[src/rtl/pcs_encoder.sv]
// pcs_encoder -- 64b/66b PCS block encoder fed by a 32-bit XGMII stream.
//
// Two consecutive accepted XGMII words form one 8-lane block. The first word
// holds lanes 0-3 and the second holds lanes 4-7. The block is encoded
// (data / idle / start / terminate / error) and registered into a one-entry
// output stage.
//
// Handshake: a transfer happens on a rising clk edge when valid and ready are
// both high. A source never waits on ready before raising valid. While the
// output block is valid and not yet accepted, it holds its data unchanged.
//
// Ports:
//   clk               clock, all logic on rising edge
//   rst               asynchronous active-high reset
//   xgmii_data_in     XGMII data word, lane 0 in [7:0]
//   xgmii_ctrl_in     per-lane control flags, bit k for lane k
//   xgmii_valid_in    XGMII word valid
//   xgmii_ready_out   encoder accepts the XGMII word
//   encoded_data_out  66-bit block, sync header in [65:64]
//   encoded_valid_out block valid
//   encoded_ready_in  downstream accepts the block
//   enc_err_count     (only with PCS_ENC_ERR_CNT_EN) saturating count of
//                     error blocks loaded into the output register
//
// Optional feature macro: PCS_ENC_ERR_CNT_EN

module pcs_encoder #(
  parameter int XGMII_DATA_WIDTH = 32,
  parameter int XGMII_DATA_BYTES = XGMII_DATA_WIDTH / 8,
  parameter int PCS_DATA_WIDTH   = 66
) (
  input  logic                        clk,
  input  logic                        rst,
  input  logic [XGMII_DATA_WIDTH-1:0] xgmii_data_in,
  input  logic [XGMII_DATA_BYTES-1:0] xgmii_ctrl_in,
  input  logic                        xgmii_valid_in,
  output logic                        xgmii_ready_out,
  output logic [PCS_DATA_WIDTH-1:0]   encoded_data_out,
  output logic                        encoded_valid_out,
  input  logic                        encoded_ready_in
`ifdef PCS_ENC_ERR_CNT_EN
  ,
  output logic [15:0]                 enc_err_count
`endif
);

  typedef enum logic {
    PHASE_LO = 1'b0,
    PHASE_HI = 1'b1
  } phase_t;

  localparam logic [65:0] ERR_BLOCK = {2'b10, 8'h1E, {7{8'hFE}}};

  phase_t                        phase_q, phase_d;
  logic [XGMII_DATA_WIDTH-1:0]   lo_data_q;
  logic [XGMII_DATA_BYTES-1:0]   lo_ctrl_q;
  logic [PCS_DATA_WIDTH-1:0]     out_data_q;
  logic                          out_valid_q;

  logic                          in_fire;
  logic                          out_fire;
  logic                          load_block;
  logic [63:0]                   blk_data;
  logic [7:0]                    blk_ctrl;
  logic [65:0]                   enc_block;
  logic                          enc_is_err;

  // Block type byte for a terminate character in lane n.
  function automatic logic [7:0] term_type(input int n);
    logic [7:0] t;
    case (n)
      0:       t = 8'h87;
      1:       t = 8'h99;
      2:       t = 8'hAA;
      3:       t = 8'hB4;
      4:       t = 8'hCC;
      5:       t = 8'hD2;
      6:       t = 8'hE1;
      default: t = 8'hFF;
    endcase
    return t;
  endfunction

  // Encode one 8-lane block. Anything that is not a recognised pattern
  // falls through to the error block.
  function automatic logic [65:0] encode_block(input logic [63:0] d,
                                               input logic [7:0]  c);
    logic [65:0] blk;
    logic [55:0] payload;
    logic        match;
    logic [7:0]  b;
    blk = ERR_BLOCK;
    if (c == 8'h00) begin
      blk = {2'b01, d};
    end else if (c == 8'hFF && d == {8{8'h07}}) begin
      blk = {2'b10, 8'h1E, {7{8'h07}}};
    end else if (c == 8'h01 && d[7:0] == 8'hFB) begin
      blk = {2'b10, 8'h78, d[15:8], d[23:16], d[31:24], d[39:32],
             d[47:40], d[55:48], d[63:56]};
    end else begin
      // Terminate in lane n: data below n, /T/ at n, idles above n.
      for (int n = 0; n < 8; n++) begin
        match = 1'b1;
        for (int k = 0; k < 8; k++) begin
          b = d[8*k +: 8];
          if (k < n)       match = match & !c[k];
          else if (k == n) match = match & c[k] & (b == 8'hFD);
          else             match = match & c[k] & (b == 8'h07);
        end
        if (match) begin
          payload = {7{8'h07}};
          for (int k = 0; k < 7; k++) begin
            if (k < n) payload[55-8*k -: 8] = d[8*k +: 8];
          end
          blk = {2'b10, term_type(n), payload};
        end
      end
    end
    return blk;
  endfunction

  // In PHASE_HI a block is produced, so the output register must be free or
  // draining this same cycle.
  assign xgmii_ready_out = (phase_q == PHASE_LO) || !out_valid_q || encoded_ready_in;
  assign in_fire         = xgmii_valid_in && xgmii_ready_out;
  assign out_fire        = out_valid_q && encoded_ready_in;
  assign load_block      = in_fire && (phase_q == PHASE_HI);

  assign blk_data   = {xgmii_data_in, lo_data_q};
  assign blk_ctrl   = {xgmii_ctrl_in, lo_ctrl_q};
  assign enc_block  = encode_block(blk_data, blk_ctrl);
  assign enc_is_err = (enc_block == ERR_BLOCK);

  assign encoded_data_out  = out_data_q;
  assign encoded_valid_out = out_valid_q;

  always_comb begin
    phase_d = phase_q;
    case (phase_q)
      PHASE_LO: if (in_fire) phase_d = PHASE_HI;
      PHASE_HI: if (in_fire) phase_d = PHASE_LO;
      default:  phase_d = PHASE_LO;
    endcase
  end

  always_ff @(posedge clk or posedge rst) begin
    if (rst) begin
      phase_q <= PHASE_LO;
    end else begin
      phase_q <= phase_d;
    end
  end

  // Lower half store.
  always_ff @(posedge clk or posedge rst) begin
    if (rst) begin
      lo_data_q <= '0;
      lo_ctrl_q <= '0;
    end else if (in_fire && phase_q == PHASE_LO) begin
      lo_data_q <= xgmii_data_in;
      lo_ctrl_q <= xgmii_ctrl_in;
    end
  end

  // Output register: a new load wins over a drain, so a simultaneous
  // drain-and-load keeps valid high with the new block.
  always_ff @(posedge clk or posedge rst) begin
    if (rst) begin
      out_data_q  <= '0;
      out_valid_q <= 1'b0;
    end else if (load_block) begin
      out_data_q  <= enc_block;
      out_valid_q <= 1'b1;
    end else if (out_fire) begin
      out_valid_q <= 1'b0;
    end
  end

`ifdef PCS_ENC_ERR_CNT_EN
  always_ff @(posedge clk or posedge rst) begin
    if (rst) begin
      enc_err_count <= '0;
    end else if (load_block && enc_is_err && enc_err_count != 16'hFFFF) begin
      enc_err_count <= enc_err_count + 16'd1;
    end
  end
`else
  // Error flag only feeds the optional counter.
  logic unused_err;
  assign unused_err = enc_is_err;
`endif

endmodule
[config.mk]
export PLATFORM = sky130hd
export DESIGN_NAME = pcs_encoder
export DESIGN_NICKNAME = d
export VERILOG_FILES = /design/src/rtl/pcs_encoder.sv
export SDC_FILE = /design/constraint.sdc
export NUM_CORES = 1
export LEC_CHECK = 0
export BUFFER_PORTS_ARGS = -buffer_cell sky130_fd_sc_hd__buf_2
export CORE_MARGIN = 2
export CORE_UTILIZATION = 60
export DETAILED_ROUTE_END_ITERATION = 7
export HOLD_SLACK_MARGIN = 0.03
export PLACE_DENSITY = 0.86
export SLEW_MARGIN = 0
export SYNTH_ARGS = -nofsm -noshare
export SYNTH_HDL_FRONTEND = slang
export SYNTH_SLANG_ARGS = --single-unit
[constraint.sdc]
create_clock -name clk -period 7.95 [get_ports clk]
set_input_delay 0.795 -clock clk [delete_from_list [all_inputs] [get_ports clk]]
set_output_delay 0.795 -clock clk [all_outputs]
set_load 0.05 [all_outputs]
==> out/metrics.yaml <==
setup_path:
  crit_type: "input port to flip-flop"
  start_kind: "input port"
  critPathArrivalTime_ns: 3.56
  cp_data_required_time_ns: 8.18
  cp_max_fo: 10
  critPathCaptureType: "flip-flop"
detailed_routing:
  drc: 0
  vias: 5458
  drt_iter0_markers: 459
  ant_nets: 0
  first_pass_iters: 5
  finalWirelength_um: 18700
  avgViaCountPerCell: 6.64
  wl_per_cell_um: 22.8
layout:
  utilization: 0.699
  register_area_mm2: 0.00260
  diodes: 0
  fillers: 731
  area_growth_syn_to_layout_pct: 13.9
  multiInputGateArea_mm2: 0.00279
  finalNetCount: 748
  drive_above_1_share: 0.269
die:
  dieArea_mm2: 0.0102
  initial_core_util: 0.614
  fp.dieW_um: 101
  row_count: 35
  die_h_um: 101
  core_mm2: 0.00920
  io-pin-count: 108
timing:
  setup_viol: 0
  finalCriticalPeriod_ns: 3.34
  rsz0062_at_grt: "false"
  hold_viol: 0
  tightest_slew_ns: 1.09
  clock.fmax_mhz: 300
  skew_ns: 0.0172
  fin_crit_sh: 0.420
  setup_tns_ns: 0
  slew_violations: 0
  slew_headroom: 0.274
synthesis:
  synth-seq-cells: 104
  seq_area_frac_synth: 0.461
  syn_nets: 662
  synthArstFlopShare: 1.00
  synthCells: 620
  ys_top_cells_by_area: "dfrtp_1, mux2_2, o21ai_0"
  yosys_warnings: 0
  synth.most_common_cell: "dfrtp_1"
  syn-cell-area_mm2: 0.00564
  synth_top_area_cell: "dfrtp_1"
  syn_avg_cell_area_um2: 9.10
  synth.distinct_cells: 66
  synth_top_area_share: 0.461
  netlist_top_cells_count: "dfrtp_1, o21ai_0, nand2_1"
  synth_edf_count: 0
  ys.flop_type: "dfrtp_1"
clock_tree:
  cts_inserted_buffers: 9
  clock_latency_ns: 0.38
  cts_hold_buf: 0
  htree_num_levels: 3
  max-clock-path-buffers: 2
  postCtsSetupRepairBufs: 0
  clk_pin_slew_ns: 0.11
  cts_root_buf: "clkbuf_8"
  cts_sinks: 104
  post_cts_resized: 0
  cts_tree: "yes"
place:
  numPortBuffers: 107
  place_congestion: 0.998
  hpwl_um: 13300
power_and_ir_drop:
  powerDensity_mw_per_mm2: 422
  vdd_drop_max_mv: 0.262
  leakage_nw: 2.72
global_route:
  grt_first_pass_wirelength_um: 29200
  grt_max_degree: 110
  grt_usage: 0.382
  antenna_found_initial: 0
  grt_pass1_vias: 5263
  grt-ovfl-total: 0
hold_path:
  min_path_type: "input port to asynchronous set/reset pin"
outcome:
  outcome: "completed"
flow_run:
  max_cap_violations: 0
-- path summary, 6_finish.rpt --
check | startpoint | end | slack (ns) | cells past startpoint
setup / recovery | xgmii_data_in[27] | encoded_data_out[29] | 4.61 | 8
hold / removal | rst | encoded_data_out[29] | 0.47 | 2
setup reg to reg | lo_ctrl_q[2] | encoded_data_out[29] | 4.69 | 7
hold reg to reg | encoded_data_out[65] | encoded_data_out[65] | 0.50 | 1
max in group asynchronous | rst | encoded_data_out[44] | 6.32 | 3
min in group clk | encoded_data_out[65] | encoded_data_out[65] | 0.50 | 1
-- placed cells by master (no fill, tap or decap), drive strengths merged, types with 3 or more instances in the layout --
| cell | count |
|---|---|
| nor3b | 3 |
| mux2 | 36 |
| or4b | 3 |
| nor2 | 47 |
| a31oi | 5 |
| clkbuf | 10 |
| nor4 | 5 |
| o21bai | 4 |
| o211ai | 4 |
| nor4bb | 4 |
| or3 | 5 |
| o221ai | 14 |
| nor3 | 12 |
| nand2 | 72 |
| inv | 27 |
| dfrtp | 104 |
| nand2b | 7 |
| a21oi | 48 |
| o22ai | 13 |
| or4 | 6 |
| and4b | 3 |
| and4 | 5 |
| nand3 | 19 |
| nor4b | 3 |
| o21ai | 94 |
| nor2b | 4 |
| buf | 112 |
| nand4 | 9 |
-- cell families after synthesis --
| group | Yosys count | synth area share |
|---|---|---|
| AOI/OAI and AO/OA | 199 | 0.209 |
| adders and majority gates | 2 | 0.00443 |
| buffers and inverters | 61 | 0.0479 |
| DFF | 104 | 0.461 |
| muxes | 36 | 0.0718 |
| and+or+nand+nor | 218 | 0.206 |
-- worst max-delay path, stage by stage --
cell,delay [ns]
buf_2,0.15
or3b_2,0.48
nor4_1,0.59
nand4_2,0.40
o311ai_4,0.53
nor2_1,0.18
nand2_1,0.27
o221ai_1,0.17
-- final cells by class --
cell class / instances / area share
clock buffers: 10 / 0.0214
flip-flops and latches: 104 / 0.405
repair buffers: 112 / 0.0891
inverters: 24 / 0.0144
well taps: 111 / 0.0216
multi-input cells: 455 / 0.434
clock inverters: 6 / 0.0152
-- report_power, final --
part	switching (W)	internal (W)	total, W
Combinational	0.000913	0.000366	0.00128
Sequential	0.000273	0.000776	0.00105
Clock	0.000194	0.000191	0.000386
-- per-stage QoR --
stage | hold WS [ns] | total power, W | std cells | setup WS [ns] | area (um2)
2_1_floorplan | 0.518 | 0.00194 | 620 | 4.42 | 5640
3_3_place_gp | 0.476 | 0.00228 | 806 | 4.36 | 6190
3_5_place_dp | 0.474 | 0.00232 | 806 | 4.28 | 6190
4_1_cts | 0.496 | 0.00270 | 822 | 4.68 | 6430
5_1_grt | 0.505 | 0.00284 | 822 | 4.30 | 6430
6_report | 0.467 | 0.00271 | 822 | 4.61 | 6430
-- state kept, by name, summed over array words and instances (netlist names) --
| name | count |
|---|---|
| lo_ctrl_q | 4 |
| encoded_valid_out | 1 |
| phase_q | 1 |
| lo_data_q | 32 |
| encoded_data_out | 66 |
-- per-layer routing --
metal / routed length [um] / track usage / up-vias / part of all wire
li1: - / - / 2434 / -
met2: 8660 / 0.602 / 340 / 0.46
met3: 1800 / 0.0742 / 67 / 0.096
met4: 845 / 0.193 / 0 / 0.045
met1: 7410 / 0.506 / 2617 / 0.40
met5: 0 / 0 / - / 0
Power figures use the tool's default switching activity.
